## config.mk

```make
export PLATFORM = sky130hd
export DESIGN_NAME = fifo_uart_tx_flat
export DESIGN_NICKNAME = d
export VERILOG_FILES = /design/src/rtl/fifo_uart_pkg.sv /design/src/rtl/fifo_uart_tx_if.sv /design/src/rtl/uart_baud_cnt.sv /design/src/rtl/fifo_uart_tx.sv /design/src/flat_wrapper.sv
export SDC_FILE = /design/constraint.sdc
export NUM_CORES = 1
export LEC_CHECK = 0
export CORE_MARGIN = 2
export CORE_UTILIZATION = 46
export DETAILED_ROUTE_END_ITERATION = 16
export PLACE_DENSITY = 0.75
export SLEW_MARGIN = 20
export SYNTH_ARGS = -nofsm -noshare
export SYNTH_HDL_FRONTEND = slang
export SYNTH_SLANG_ARGS = --single-unit
```

## constraint.sdc

```tcl
create_clock -name clk -period 2.96 [get_ports clk]
set_clock_uncertainty 0.1 [all_clocks]
set_input_delay 0.444 -clock clk [delete_from_list [all_inputs] [get_ports clk]]
set_output_delay 0.444 -clock clk [all_outputs]
set_load 0.005 [all_outputs]
```

## src/rtl/fifo_uart_pkg.sv

```systemverilog
// Shared FSM state type and default sizing for the FIFO-fed UART transmitter.
// FIFO_UART_TX_PARITY_EN adds the PARITY state between DATA and STOP.
package fifo_uart_pkg;

    localparam int CLKS_PER_BIT_DEF = 16;
    localparam int DATA_W_DEF       = 8;

    typedef enum logic [2:0] {
        ST_IDLE   = 3'd0,
        ST_FETCH  = 3'd1,
        ST_LOAD   = 3'd2,
        ST_START  = 3'd3,
        ST_DATA   = 3'd4,
`ifdef FIFO_UART_TX_PARITY_EN
        ST_PARITY = 3'd5,
`endif
        ST_STOP   = 3'd6
    } state_t;

endpackage

```

## src/rtl/fifo_uart_tx_if.sv

```systemverilog
// FIFO-side and serial-side signals of the UART transmitter; master is the FIFO/system side.
// The transmitter (slave) owns fifo_rd_en, tx and busy.
interface fifo_uart_tx_if import fifo_uart_pkg::*; #(
    parameter int DATA_W = DATA_W_DEF
);
    logic              fifo_empty;
    logic              fifo_wr_en;
    logic [DATA_W-1:0] fifo_data;
    logic              fifo_rd_en;
    logic              tx;
    logic              busy;

    modport master (
        output fifo_empty, fifo_wr_en, fifo_data,
        input  fifo_rd_en, tx, busy
    );

    modport slave (
        input  fifo_empty, fifo_wr_en, fifo_data,
        output fifo_rd_en, tx, busy
    );
endinterface

```

## src/rtl/uart_baud_cnt.sv

```systemverilog
// Per-bit timer: bit_done pulses on the last of every CLKS_PER_BIT enabled cycles.
// No backpressure; clear wins over enable and restarts the bit period.
module uart_baud_cnt #(
    parameter int CLKS_PER_BIT = 16
) (
    input  logic clk,
    input  logic rst_n,
    input  logic clear,
    input  logic enable,
    output logic bit_done
);
    localparam int            CW   = (CLKS_PER_BIT > 1) ? $clog2(CLKS_PER_BIT) : 1;
    localparam logic [CW-1:0] LAST = CW'(CLKS_PER_BIT - 1);

    logic [CW-1:0] cnt;

    assign bit_done = enable && !clear && (cnt == LAST);

    always_ff @(posedge clk or negedge rst_n) begin
        if (!rst_n) begin
            cnt <= '0;
        end else if (clear || bit_done) begin
            cnt <= '0;
        end else if (enable) begin
            cnt <= cnt + 1'b1;
        end
    end
endmodule

```

## src/rtl/fifo_uart_tx.sv

```systemverilog
// UART transmitter pulling bytes from a registered-output FIFO; 2-cycle fetch/load gap per frame.
// Reads only when the FIFO is non-empty and not being written; FIFO_UART_TX_PARITY_EN adds even parity.
module fifo_uart_tx import fifo_uart_pkg::*; #(
    parameter int CLKS_PER_BIT = CLKS_PER_BIT_DEF,
    parameter int DATA_W       = DATA_W_DEF
) (
    input  logic           clk,
    input  logic           rst_n,
    fifo_uart_tx_if.slave  bus
);
    localparam int            IW       = (DATA_W > 1) ? $clog2(DATA_W) : 1;
    localparam logic [IW-1:0] LAST_BIT = IW'(DATA_W - 1);

    state_t            state, state_nxt;
    logic [DATA_W-1:0] shreg, shreg_nxt;
    logic [IW-1:0]     bit_idx, bit_idx_nxt;
    logic              tx_q, tx_d;
    logic              bit_done, in_frame, baud_clear, can_fetch;
`ifdef FIFO_UART_TX_PARITY_EN
    logic              par_q;
`endif

    // A read issued alongside a write is ignored by the FIFO, so never start one then.
    assign can_fetch  = !bus.fifo_empty && !bus.fifo_wr_en;
    assign in_frame   = !(state inside {ST_IDLE, ST_FETCH, ST_LOAD});
    assign baud_clear = !in_frame;

    uart_baud_cnt #(.CLKS_PER_BIT(CLKS_PER_BIT)) u_baud (
        .clk      (clk),
        .rst_n    (rst_n),
        .clear    (baud_clear),
        .enable   (in_frame),
        .bit_done (bit_done)
    );

    always_ff @(posedge clk or negedge rst_n) begin
        if (!rst_n) state <= ST_IDLE;
        else        state <= state_nxt;
    end

    always_comb begin
        state_nxt = state;
        unique case (state)
            ST_IDLE:   if (can_fetch) state_nxt = ST_FETCH;
            ST_FETCH:  state_nxt = bus.fifo_wr_en ? ST_IDLE : ST_LOAD;
            ST_LOAD:   state_nxt = ST_START;
            ST_START:  if (bit_done) state_nxt = ST_DATA;
            ST_DATA: begin
                if (bit_done && (bit_idx == LAST_BIT)) begin
`ifdef FIFO_UART_TX_PARITY_EN
                    state_nxt = ST_PARITY;
`else
                    state_nxt = ST_STOP;
`endif
                end
            end
`ifdef FIFO_UART_TX_PARITY_EN
            ST_PARITY: if (bit_done) state_nxt = ST_STOP;
`endif
            ST_STOP:   if (bit_done) state_nxt = can_fetch ? ST_FETCH : ST_IDLE;
            default:   state_nxt = ST_IDLE;
        endcase
    end

    always_comb begin
        shreg_nxt   = shreg;
        bit_idx_nxt = bit_idx;
        if (state == ST_LOAD) begin
            shreg_nxt   = bus.fifo_data;
            bit_idx_nxt = '0;
        end else if ((state == ST_DATA) && bit_done) begin
            shreg_nxt   = shreg >> 1;
            bit_idx_nxt = (bit_idx == LAST_BIT) ? '0 : bit_idx + 1'b1;
        end
    end

    always_ff @(posedge clk or negedge rst_n) begin
        if (!rst_n) begin
            shreg   <= '0;
            bit_idx <= '0;
`ifdef FIFO_UART_TX_PARITY_EN
            par_q   <= 1'b0;
`endif
        end else begin
            shreg   <= shreg_nxt;
            bit_idx <= bit_idx_nxt;
`ifdef FIFO_UART_TX_PARITY_EN
            if (state == ST_LOAD) par_q <= ^bus.fifo_data;
`endif
        end
    end

    // tx is registered from the next state so the line changes on the same edge as the FSM.
    always_comb begin
        tx_d           = 1'b1;
        bus.fifo_rd_en = (state == ST_FETCH);
        bus.busy       = (state != ST_IDLE);
        case (state_nxt)
            ST_START:  tx_d = 1'b0;
            ST_DATA:   tx_d = shreg_nxt[0];
`ifdef FIFO_UART_TX_PARITY_EN
            ST_PARITY: tx_d = par_q;
`endif
            default:   tx_d = 1'b1;
        endcase
    end

    always_ff @(posedge clk or negedge rst_n) begin
        if (!rst_n) tx_q <= 1'b1;
        else        tx_q <= tx_d;
    end

    assign bus.tx = tx_q;
endmodule

```

## src/flat_wrapper.sv

```systemverilog
// flat-port wrapper written by rule: the top's interface ports become plain ports
module fifo_uart_tx_flat import fifo_uart_pkg::*;
#(
    parameter int CLKS_PER_BIT = CLKS_PER_BIT_DEF,
    parameter int DATA_W       = DATA_W_DEF
)
  (clk, rst_n, bus_fifo_empty, bus_fifo_wr_en, bus_fifo_data, bus_fifo_rd_en, bus_tx, bus_busy);
  fifo_uart_tx_if #(.DATA_W(DATA_W)) bus_i ();
  input  logic clk;
  input  logic rst_n;
  input wire logic [$bits(bus_i.fifo_empty)-1:0] bus_fifo_empty;
  input wire logic [$bits(bus_i.fifo_wr_en)-1:0] bus_fifo_wr_en;
  input wire logic [$bits(bus_i.fifo_data)-1:0] bus_fifo_data;
  output wire logic [$bits(bus_i.fifo_rd_en)-1:0] bus_fifo_rd_en;
  output wire logic [$bits(bus_i.tx)-1:0] bus_tx;
  output wire logic [$bits(bus_i.busy)-1:0] bus_busy;
  assign bus_i.fifo_empty = bus_fifo_empty;
  assign bus_i.fifo_wr_en = bus_fifo_wr_en;
  assign bus_i.fifo_data = bus_fifo_data;
  assign bus_fifo_rd_en = bus_i.fifo_rd_en;
  assign bus_tx = bus_i.tx;
  assign bus_busy = bus_i.busy;
  fifo_uart_tx #(.CLKS_PER_BIT(CLKS_PER_BIT), .DATA_W(DATA_W)) u_core (.clk(clk), .rst_n(rst_n), .bus(bus_i));
endmodule
```

## Word level (Yosys, flattened, before mapping)

Cells that the tools add are included.

| storage, ports and cells | value |
|---|---|
| flip-flop bits (word level) | 19 |
| input port bits | 12 |
| output and inout port bits | 3 |

| cells by class | value |
|---|---|
| mux-type cells | 15 |
| eq/ne operators | 10 |
| reductions and logical operators | 12 |
| add/sub/neg operators | 2 |

Operators with widths:

| kind | number |
|---|---|
| 3-bit 2-to-1 mux | 7 |
| 3-bit case mux with 6 select lines | 1 |
| 8-bit 2-to-1 mux | 2 |
| 3-bit equality test, second input constant | 4 |
| 3-bit by 2-bit equality test with 1-bit output, second input constant | 3 |
| 4-bit 2-to-1 mux | 2 |
| 3-bit nonzero test | 2 |
| 4-bit by 1-bit adder with 4-bit output, second input constant | 1 |
| 4-bit equality test, second input constant | 1 |
| 1-bit logical AND | 4 |
| 3-bit by 1-bit adder with 3-bit output, second input constant | 1 |
| 3-bit by 1-bit equality test with 1-bit output, second input constant | 1 |
| 1-bit logical NOT | 3 |
| 3-bit logical NOT | 1 |
| 2-bit 2-to-1 mux | 1 |
| 2-bit by 1-bit != test with 1-bit output, second input constant | 1 |
| 1-bit case mux with 2 select lines | 1 |
| 2-bit nonzero test | 1 |
| 1-bit logical OR | 1 |
| 1-bit 2-to-1 mux | 1 |

## Depth between registers and ports, before layout

Gate-level depths: netlist of run 1.

| logic depth | value |
|---|---|
| word-level depth | 9 |
| depth in mapped cells | 8 |
| depth with buffers taken out | 6 |

## Modules after synthesis

Synthesis of run 1 repeated with hierarchy kept, for this count alone.

| unflattened totals | value |
|---|---|
| cells, all modules | 99 |
| area, all modules | 992.2 um^2 |

Modules (own cells, without submodules):

| module | cells an instance | area an instance (um^2) | instances | seq. area each (um^2) |
|---|---|---|---|---|
| fifo_uart_tx | 78 | 788.3 | 1 | 376.6 |
| uart_baud_cnt | 21 | 203.9 | 1 | 100.1 |

## Worst setup path after synthesis of run 1

OpenSTA, ideal clock, no wires.

| path | value |
|---|---|
| path type | reg2reg |
| start point | register u_core.u_baud.cnt[0] |
| end point | register u_core.tx_q, in the netlist u_core.bus.tx |
| slack | 1.236 ns |
| data required time | 2.796 ns |
| period minus slack after synthesis | 1.724 ns |
| library setup time | 0.064 ns |
| path buffers | 2 |
| cell stages (with the launch flop) | 9 |
| data arrival time | 1.560 ns |
| cells stage by stage | dfrtp_1 ha_1 and3_4 buf_6 and2_4 buf_6 a221oi_4 o22ai_1 nand3_1 |

RTL lines:

| item | RTL line | source |
|---|---|---|
| start: declaration | uart_baud_cnt.sv:15 | `logic [CW-1:0] cnt;` |
| start signal: assignment | uart_baud_cnt.sv:25 | `cnt <= cnt + 1'b1;` |
| 4-bit equality test | uart_baud_cnt.sv:17 | `assign bit_done = enable && !clear && (cnt == LAST);` |
| 1-bit logical AND | uart_baud_cnt.sv:17 |  |
| 1-bit logical AND | fifo_uart_tx.sv:71 | `end else if ((state == ST_DATA) && bit_done) begin` |
| 8-bit 2-to-1 mux | fifo_uart_tx.sv:71 |  |
| 8-bit 2-to-1 mux | fifo_uart_tx.sv:68 | `if (state == ST_LOAD) begin` |
| net u_core.shreg_nxt[0] | fifo_uart_tx.sv:15 | `logic [DATA_W-1:0] shreg, shreg_nxt;` |
| 1-bit case mux with 2 select lines | fifo_uart_tx.sv:98 | `case (state_nxt)` |
| net u_core.tx_d | fifo_uart_tx.sv:17 | `logic tx_q, tx_d;` |
| end signal: assignment | fifo_uart_tx.sv:110 | `else tx_q <= tx_d;` |
| end: declaration | fifo_uart_tx.sv:17 |  |

The timed path passes the listed nets, and every way through them passes these cells. The select of a mux whose other input is x is not followed.
A chain may end at the register's enable or synchronous reset.

## Worst setup path in the final report of run 1

| path | value |
|---|---|
| start point | register u_core.state[2] |
| end point | output bus_fifo_rd_en |

| on the way | value |
|---|---|
| cells in the longest elaborated chain, start to end | 1 |

Ends and longest elaborated chain:

| item | RTL line | source |
|---|---|---|
| start: declaration | fifo_uart_tx.sv:14 | `state_t state, state_nxt;` |
| start signal: assignment | fifo_uart_tx.sv:38 | `else state <= state_nxt;` |
| 3-bit by 1-bit equality test with 1-bit output | fifo_uart_tx.sv:96 | `bus.fifo_rd_en = (state == ST_FETCH);` |
| end: declaration | flat_wrapper.sv:14 | `output wire logic [$bits(bus_i.fifo_rd_en)-1:0] bus_fifo_rd_en;` |

Every way passes these cells.

==> results of run 1 <==
## worst max path at each step
stage	cells after the start	end	slack (ns)	startpoint
6_report	3	bus_fifo_rd_en	0.72	u_core.state[2]
5_1_grt	3	bus_fifo_rd_en	0.60	u_core.state[2]
3_5_place_dp	3	bus_fifo_rd_en	1.07	u_core.state[2]
4_1_cts	3	bus_fifo_rd_en	0.73	u_core.state[2]
2_1_floorplan	8	u_core.bus.tx	1.24	u_core.u_baud.cnt[0]
3_3_place_gp	3	bus_fifo_rd_en	1.09	u_core.state[2]
## power by group
part	internal [W]	total (W)	leakage (nW)	switching, W
combinational	0.0000128	0.0000200	0.267	0.00000719
sequential	0.000260	0.000260	0.216	0
clock	0.0000503	0.000130	0.0177	0.0000798
total	0.000323	0.000410	0.501	0.0000870
## worst max-delay path, delay by kind of cell (launching register included)
family / cells / cell delay, ns
AND/OR/NAND/NOR: 2 / 0.38
flip-flops: 1 / 0.53
buffers and inverters: 1 / 0.49
## through the flow
step                      hold WS, ns  cell area, um^2   util  setup WS (ns)  std cells
after floorplan                0.0484              992      -           1.24        101
after global placement          0.356             1120  0.562           1.09        136
after detailed placement        0.360             1120  0.562           1.07        136
after CTS                       0.375             1150  0.576          0.727        140
after global routing            0.398             1150  0.576          0.602        140
final                           0.368             1150  0.576          0.724        140
## registers in the layout, summed over array words and instances (netlist names)
name,count
u_core.state,3
u_core.bit_idx,3
u_core.u_baud.cnt,4
u_core.bus.tx,1
u_core.shreg,8
## cell usage in the layout, fill, tap and decap left out, types with 2 or more instances in the layout
| cell type | n |
|---|---|
| ha_1 | 3 |
| o22ai_1 | 2 |
| and2_1 | 2 |
| dfrtp_1 | 18 |
| nand3_1 | 3 |
| o21ai_0 | 5 |
| mux2i_1 | 2 |
| clkbuf_4 | 3 |
| clkdlybuf4s50_1 | 14 |
| nor2_1 | 8 |
| or3_1 | 2 |
| nand2_1 | 19 |
| inv_1 | 5 |
| a21oi_1 | 4 |
| a22oi_1 | 4 |
## layout make-up
class	count	area, um^2
repair buffers	15	148
flip-flops and latches	19	477
fillers	172	850
clock buffers	3	22.5
well taps	27	33.8
inverters	5	18.8
clock inverters	1	5.00
multi-input cells	70	448
## routing by layer
layer  share of wire  vias up  global-route usage
met5               0        -                   0
met4           0.014        0              0.0676
met3           0.032        4              0.0357
met2            0.47       14               0.237
met1            0.49      342               0.179
li1                -      367                   -
## cells by family after synthesis
family	count (synthesis)	share of synthesized area
simple gates	42	0.212
compound gates	20	0.154
flops	19	0.480
buf+inv	12	0.0681
fa+ha+maj	4	0.0479
xor+xnor	2	0.0177
mux	2	0.0202
==> flow_metrics.py, run 1 <==
metrics = {
    "sta": {
        "clock.fmax_ghz": 0.447,
        "period_needed_ns": 2.24,
        "timing.setup.tns_ns": 0,
        "hold_viol_final": 0,
        "fin_crit_sh": 0.755,
        "drv_slew": 0,
        "tightestPinTransition_ns": 0.846,
        "rsz0062_at_grt": "false",
        "slew_headroom": 0.434,
        "setup_viol": 0,
    },
    "global_route": {
        "grt_max_degree": 20,
        "antenna_found_initial": 0,
        "grt_pass1_vias": 644,
        "grt_pass1_wl_um": 2700,
        "overflow": 0,
        "track_usage": 0.145,
    },
    "cts": {
        "cts_root_buf": "clkbuf_4",
        "cts_resized": 0,
        "cts_tree": "done",
        "post_cts_buffers": 0,
        "cts_buffers": 3,
        "ctsHoldBuffers": 0,
        "clk_pin_slew_ns": 0.11,
        "htreeDepth": 1,
        "clk_latency_ns": 0.29,
        "clkSinkCount": 19,
        "cts.path.max_buffers": 2,
    },
    "min_path": {
        "hold_depth": 1,
        "hold_end": "u_core.u_baud.cnt[0]",
        "holdCritStartpoint": "u_core.u_baud.cnt[0]",
        "hold_class": "flop to flop",
    },
    "synthesis": {
        "syn_nets": 116,
        "synth_top_area_frac": 0.454,
        "seq_area_frac_synth": 0.480,
        "synth_ff_type": "dfrtp_1",
        "avgSynthCellArea_um2": 9.82,
        "synth_async_sr_flop_share": 1.00,
        "synth_area_um2": 992,
        "yosys-top-cells-count": "nand2_1, dfrtp_1, nor2_1",
        "synth_edf_count": 0,
        "synth_cell_types": 34,
        "ys_seq_elements": 19,
        "yosysMostFrequentCell": "nand2_1",
        "syn_inst": 101,
        "yosys.area.top_type": "dfrtp_1",
        "yosys_warnings": 0,
        "synth_area_leaders": "dfrtp_1, nand2_1, ha_1",
    },
    "routing": {
        "ant_nets": 0,
        "drtIter0Drc": 9,
        "vias": 727,
        "drcViolationCount": 0,
        "wl_per_cell_um": 11.9,
        "via_per_inst": 5.19,
        "drt_wl_total_um": 1670,
        "drtPass1Iterations": 4,
    },
    "critical_path": {
        "timing.rr.start": "u_core.u_baud.cnt[0]",
        "cp_slowest_stage_delay_ns": 0.53,
        "crit_slowest_cell": "dfrtp_1",
        "cp.arrival_ns": 1.69,
        "r2r_end": "u_core.bus.tx",
        "path_cells": "nor2_1 -> and2_1 -> clkdlybuf4s50_1",
        "crit_type": "flop to primary output",
        "cp-end-kind": "primary output",
        "reg2reg_setup_slack_ns": 1.17,
        "startpoint_type": "flop",
        "crit_fanout": 14,
        "reg2reg_depth": 6,
        "worstPathRequired_ns": 2.42,
    },
    "status": {
        "status": "complete, no violations",
    },
    "die": {
        "rows": 16,
        "ios": 15,
        "die_x_um": 50.4,
        "die_area_um2": 2540,
        "core_area_um2": 2000,
        "fp.dieH_um": 50.4,
        "initial_core_util": 0.496,
    },
    "layout": {
        "layout.nets": 129,
        "syn2layout_area_growth_pct": 16.1,
        "diodes": 0,
        "final_layout_size_suffix_gt1_frac": 0.115,
    },
    "place": {
        "portBuffers": 14,
        "gp_congestion": 0.818,
        "hpwlAfterDp_um": 1220,
    },
    "pwr": {
        "power_leakage_nw": 0.501,
        "vdd_drop_max_mv": 0.218,
        "pwr_density_cell_nw_per_um2": 356,
        "p_total_w": 0.000410,
    },
    "run": {
        "max_cap_viol_count": 0,
    },
}
(Power assumes the default switching activity.)
==> run 2, diff against run 1 <==
- clock period: 2.96 -> 2.1 ns (I/O delays scaled with it)
==> run 2 against run 1 <==
Sequential share of layout area down 0.65 points. Largest power group unchanged. Critical path type unchanged. Non-clock buffer count up 3. Clock power rose by 41%. Design area is 2.4% higher. Register-to-register slack got worse by 0.85 ns. Wire length grew 11%. Global-route usage increased by 2.6 points. Largest cell class unchanged. Critical endpoint is now bus_busy. Highest routed layer unchanged. Sequential power grew 41%. Final cell count rose by 2.1%.
==> flow_metrics.py, run 2 (same netlist as run 1, synthesis figures left out) <==
metrics = {
    "status": {
        "status": "complete, no violations",
    },
    "sta": {
        "slew_headroom": 0.676,
        "drv_slew": 0,
        "setup_viol": 0,
        "rsz0062_at_grt": "false",
        "tightestPinTransition_ns": 0.484,
        "timing.setup.tns_ns": 0,
        "clock.fmax_ghz": 0.502,
        "fin_crit_sh": 0.949,
        "hold_viol_final": 0,
        "period_needed_ns": 1.99,
    },
    "routing": {
        "drt_wl_total_um": 1860,
        "wl_per_cell_um": 13.0,
        "via_per_inst": 5.41,
        "drtIter0Drc": 22,
        "ant_nets": 0,
        "drtPass1Iterations": 4,
        "vias": 773,
        "drcViolationCount": 0,
    },
    "pwr": {
        "p_total_w": 0.000579,
        "seqPwrFrac": 0.632,
        "power.switching_w": 0.000120,
        "combPwrFrac": 0.051,
        "pwr_density_cell_nw_per_um2": 491,
        "power_leakage_nw": 0.509,
        "p_int_w": 0.000459,
        "power.share.clock": 0.317,
        "sw_frac_of_total": 0.207,
        "vdd_drop_max_mv": 0.440,
    },
    "cts": {
        "clkSinkCount": 19,
        "clk_pin_slew_ns": 0.11,
        "htreeDepth": 1,
        "ctsHoldBuffers": 0,
        "cts_tree": "done",
        "clk_latency_ns": 0.30,
        "cts_buffers": 3,
        "cts.path.max_buffers": 2,
        "cts_root_buf": "clkbuf_4",
    },
    "die": {
        "ios": 15,
        "die_area_um2": 2540,
        "die_x_um": 50.4,
        "initial_core_util": 0.496,
        "rows": 16,
        "fp.dieH_um": 50.4,
        "core_area_um2": 2000,
    },
    "global_route": {
        "grt_max_degree": 15,
        "antenna_found_initial": 0,
        "met1_usage": 0.198,
        "grt_pass1_vias": 714,
        "overflow": 0,
        "track_usage": 0.171,
        "grt_pass1_wl_um": 3190,
        "grt.busiest_layer": "met2",
        "grt_use_met2": 0.294,
        "use_met3": 0.0625,
    },
    "layout": {
        "top_register": "u_core.shreg",
        "syn2layout_area_growth_pct": 18.9,
        "mostFrequentLayoutCells": "nand2_1, dfrtp_1, clkdlybuf4s50_1, nor2_1",
        "final_layout_size_suffix_gt1_frac": 0.164,
        "largest_reg_flops": 8,
        "post-route-util": 0.589,
        "layout.nets": 132,
        "largest_registers": "u_core.shreg (8), u_core.u_baud.cnt (4)",
        "final_common_cell": "nand2_1",
        "diodes": 0,
    },
    "run": {
        "max_cap_viol_count": 0,
    },
    "critical_path": {
        "crit_type": "flop to primary output",
        "cp.arrival_ns": 1.58,
        "cp-end-kind": "primary output",
        "reg2reg_depth": 6,
        "crit_fanout": 10,
        "startpoint_type": "flop",
        "worstPathRequired_ns": 1.68,
    },
    "place": {
        "gp_congestion": 0.808,
        "portBuffers": 14,
        "hpwlAfterDp_um": 1420,
    },
    "min_path": {
        "hold_class": "primary input to asynchronous set/reset pin",
    },
}
==> run 2: changes by cell type in the layout (fill, tap and decap cells not counted) <==
cell / before / now
buf_4: 1 / 4
dfrtp_1: 18 / 15
dfrtp_2: 0 / 3
clkbuf_1: 0 / 1
clkinv_2: 1 / 0
nor2_1: 8 / 7
nor2_2: 1 / 2
==> run 2: layout make-up <==
type / instances / area (um^2)
Sequential cell: 19 / 480
Clock buffer: 4 / 26.3
Fill cell: 192 / 822
Inverter: 5 / 18.8
Tap cell: 27 / 33.8
Multi-Input combinational cell: 70 / 450
Timing Repair Buffer: 18 / 170
==> run 2: timing repair <==
action | in CTS | in global routing
buffers inserted | 0 | 1
endpoints found under the setup margin | 0 | 2
resized for setup | 0 | 4
==> run 2: worst paths after layout <==
kind	from	endpoint	slack [ns]
min in group clk	u_core.u_baud.cnt[0]	u_core.u_baud.cnt[0]	0.38
worst min-delay path	rst_n	u_core.u_baud.cnt[2]	0.23
worst min register to register	u_core.u_baud.cnt[0]	u_core.u_baud.cnt[0]	0.38
max in group asynchronous	rst_n	u_core.state[0]	1.13
worst max-delay path	u_core.state[1]	bus_busy	0.11
worst max register to register	u_core.u_baud.cnt[0]	u_core.bus.tx	0.32
==> run 2: power by group through the flow <==
stage	clock network, W	logic (W)	registers, W
2_1_floorplan	0	0.000000809	0.000373
3_3_place_gp	0	0.0000298	0.000373
3_5_place_dp	0	0.0000304	0.000373
4_1_cts	0.000190	0.0000302	0.000366
5_1_grt	0.000210	0.0000325	0.000366
6_report	0.000183	0.0000298	0.000366
==> run 2: worst max-delay path, cell delays in order, from the launching register on <==
cell and delay [ns]:
dfrtp_2 0.49, or3_1 0.35, clkdlybuf4s50_1 0.45
==> run 2: per-stage QoR <==
step                instance area (um^2)  worst slack (ns)  hold WS (ns)  std cells
floorplan                            992             0.376       -0.0806        101
finish                              1180             0.107         0.230        143
global placement                    1140             0.358         0.355        138
CTS                                 1170          0.000117         0.243        142
global route                        1180            0.0252         0.255        143
detailed placement                  1140             0.339         0.368        138
==> run 2: metal layers <==
layer  wire [um]  part of all wire
met2         963              0.52
met1         766              0.41
met4          30             0.016
met3          96             0.052
met5           0                 0
==> run 3, diff against run 2 <==
- CTS_CLUSTER_DIAMETER: default -> 50
==> results of run 3 <==
Same layout as run 2: the final DEF is identical, and so are final timing and power.
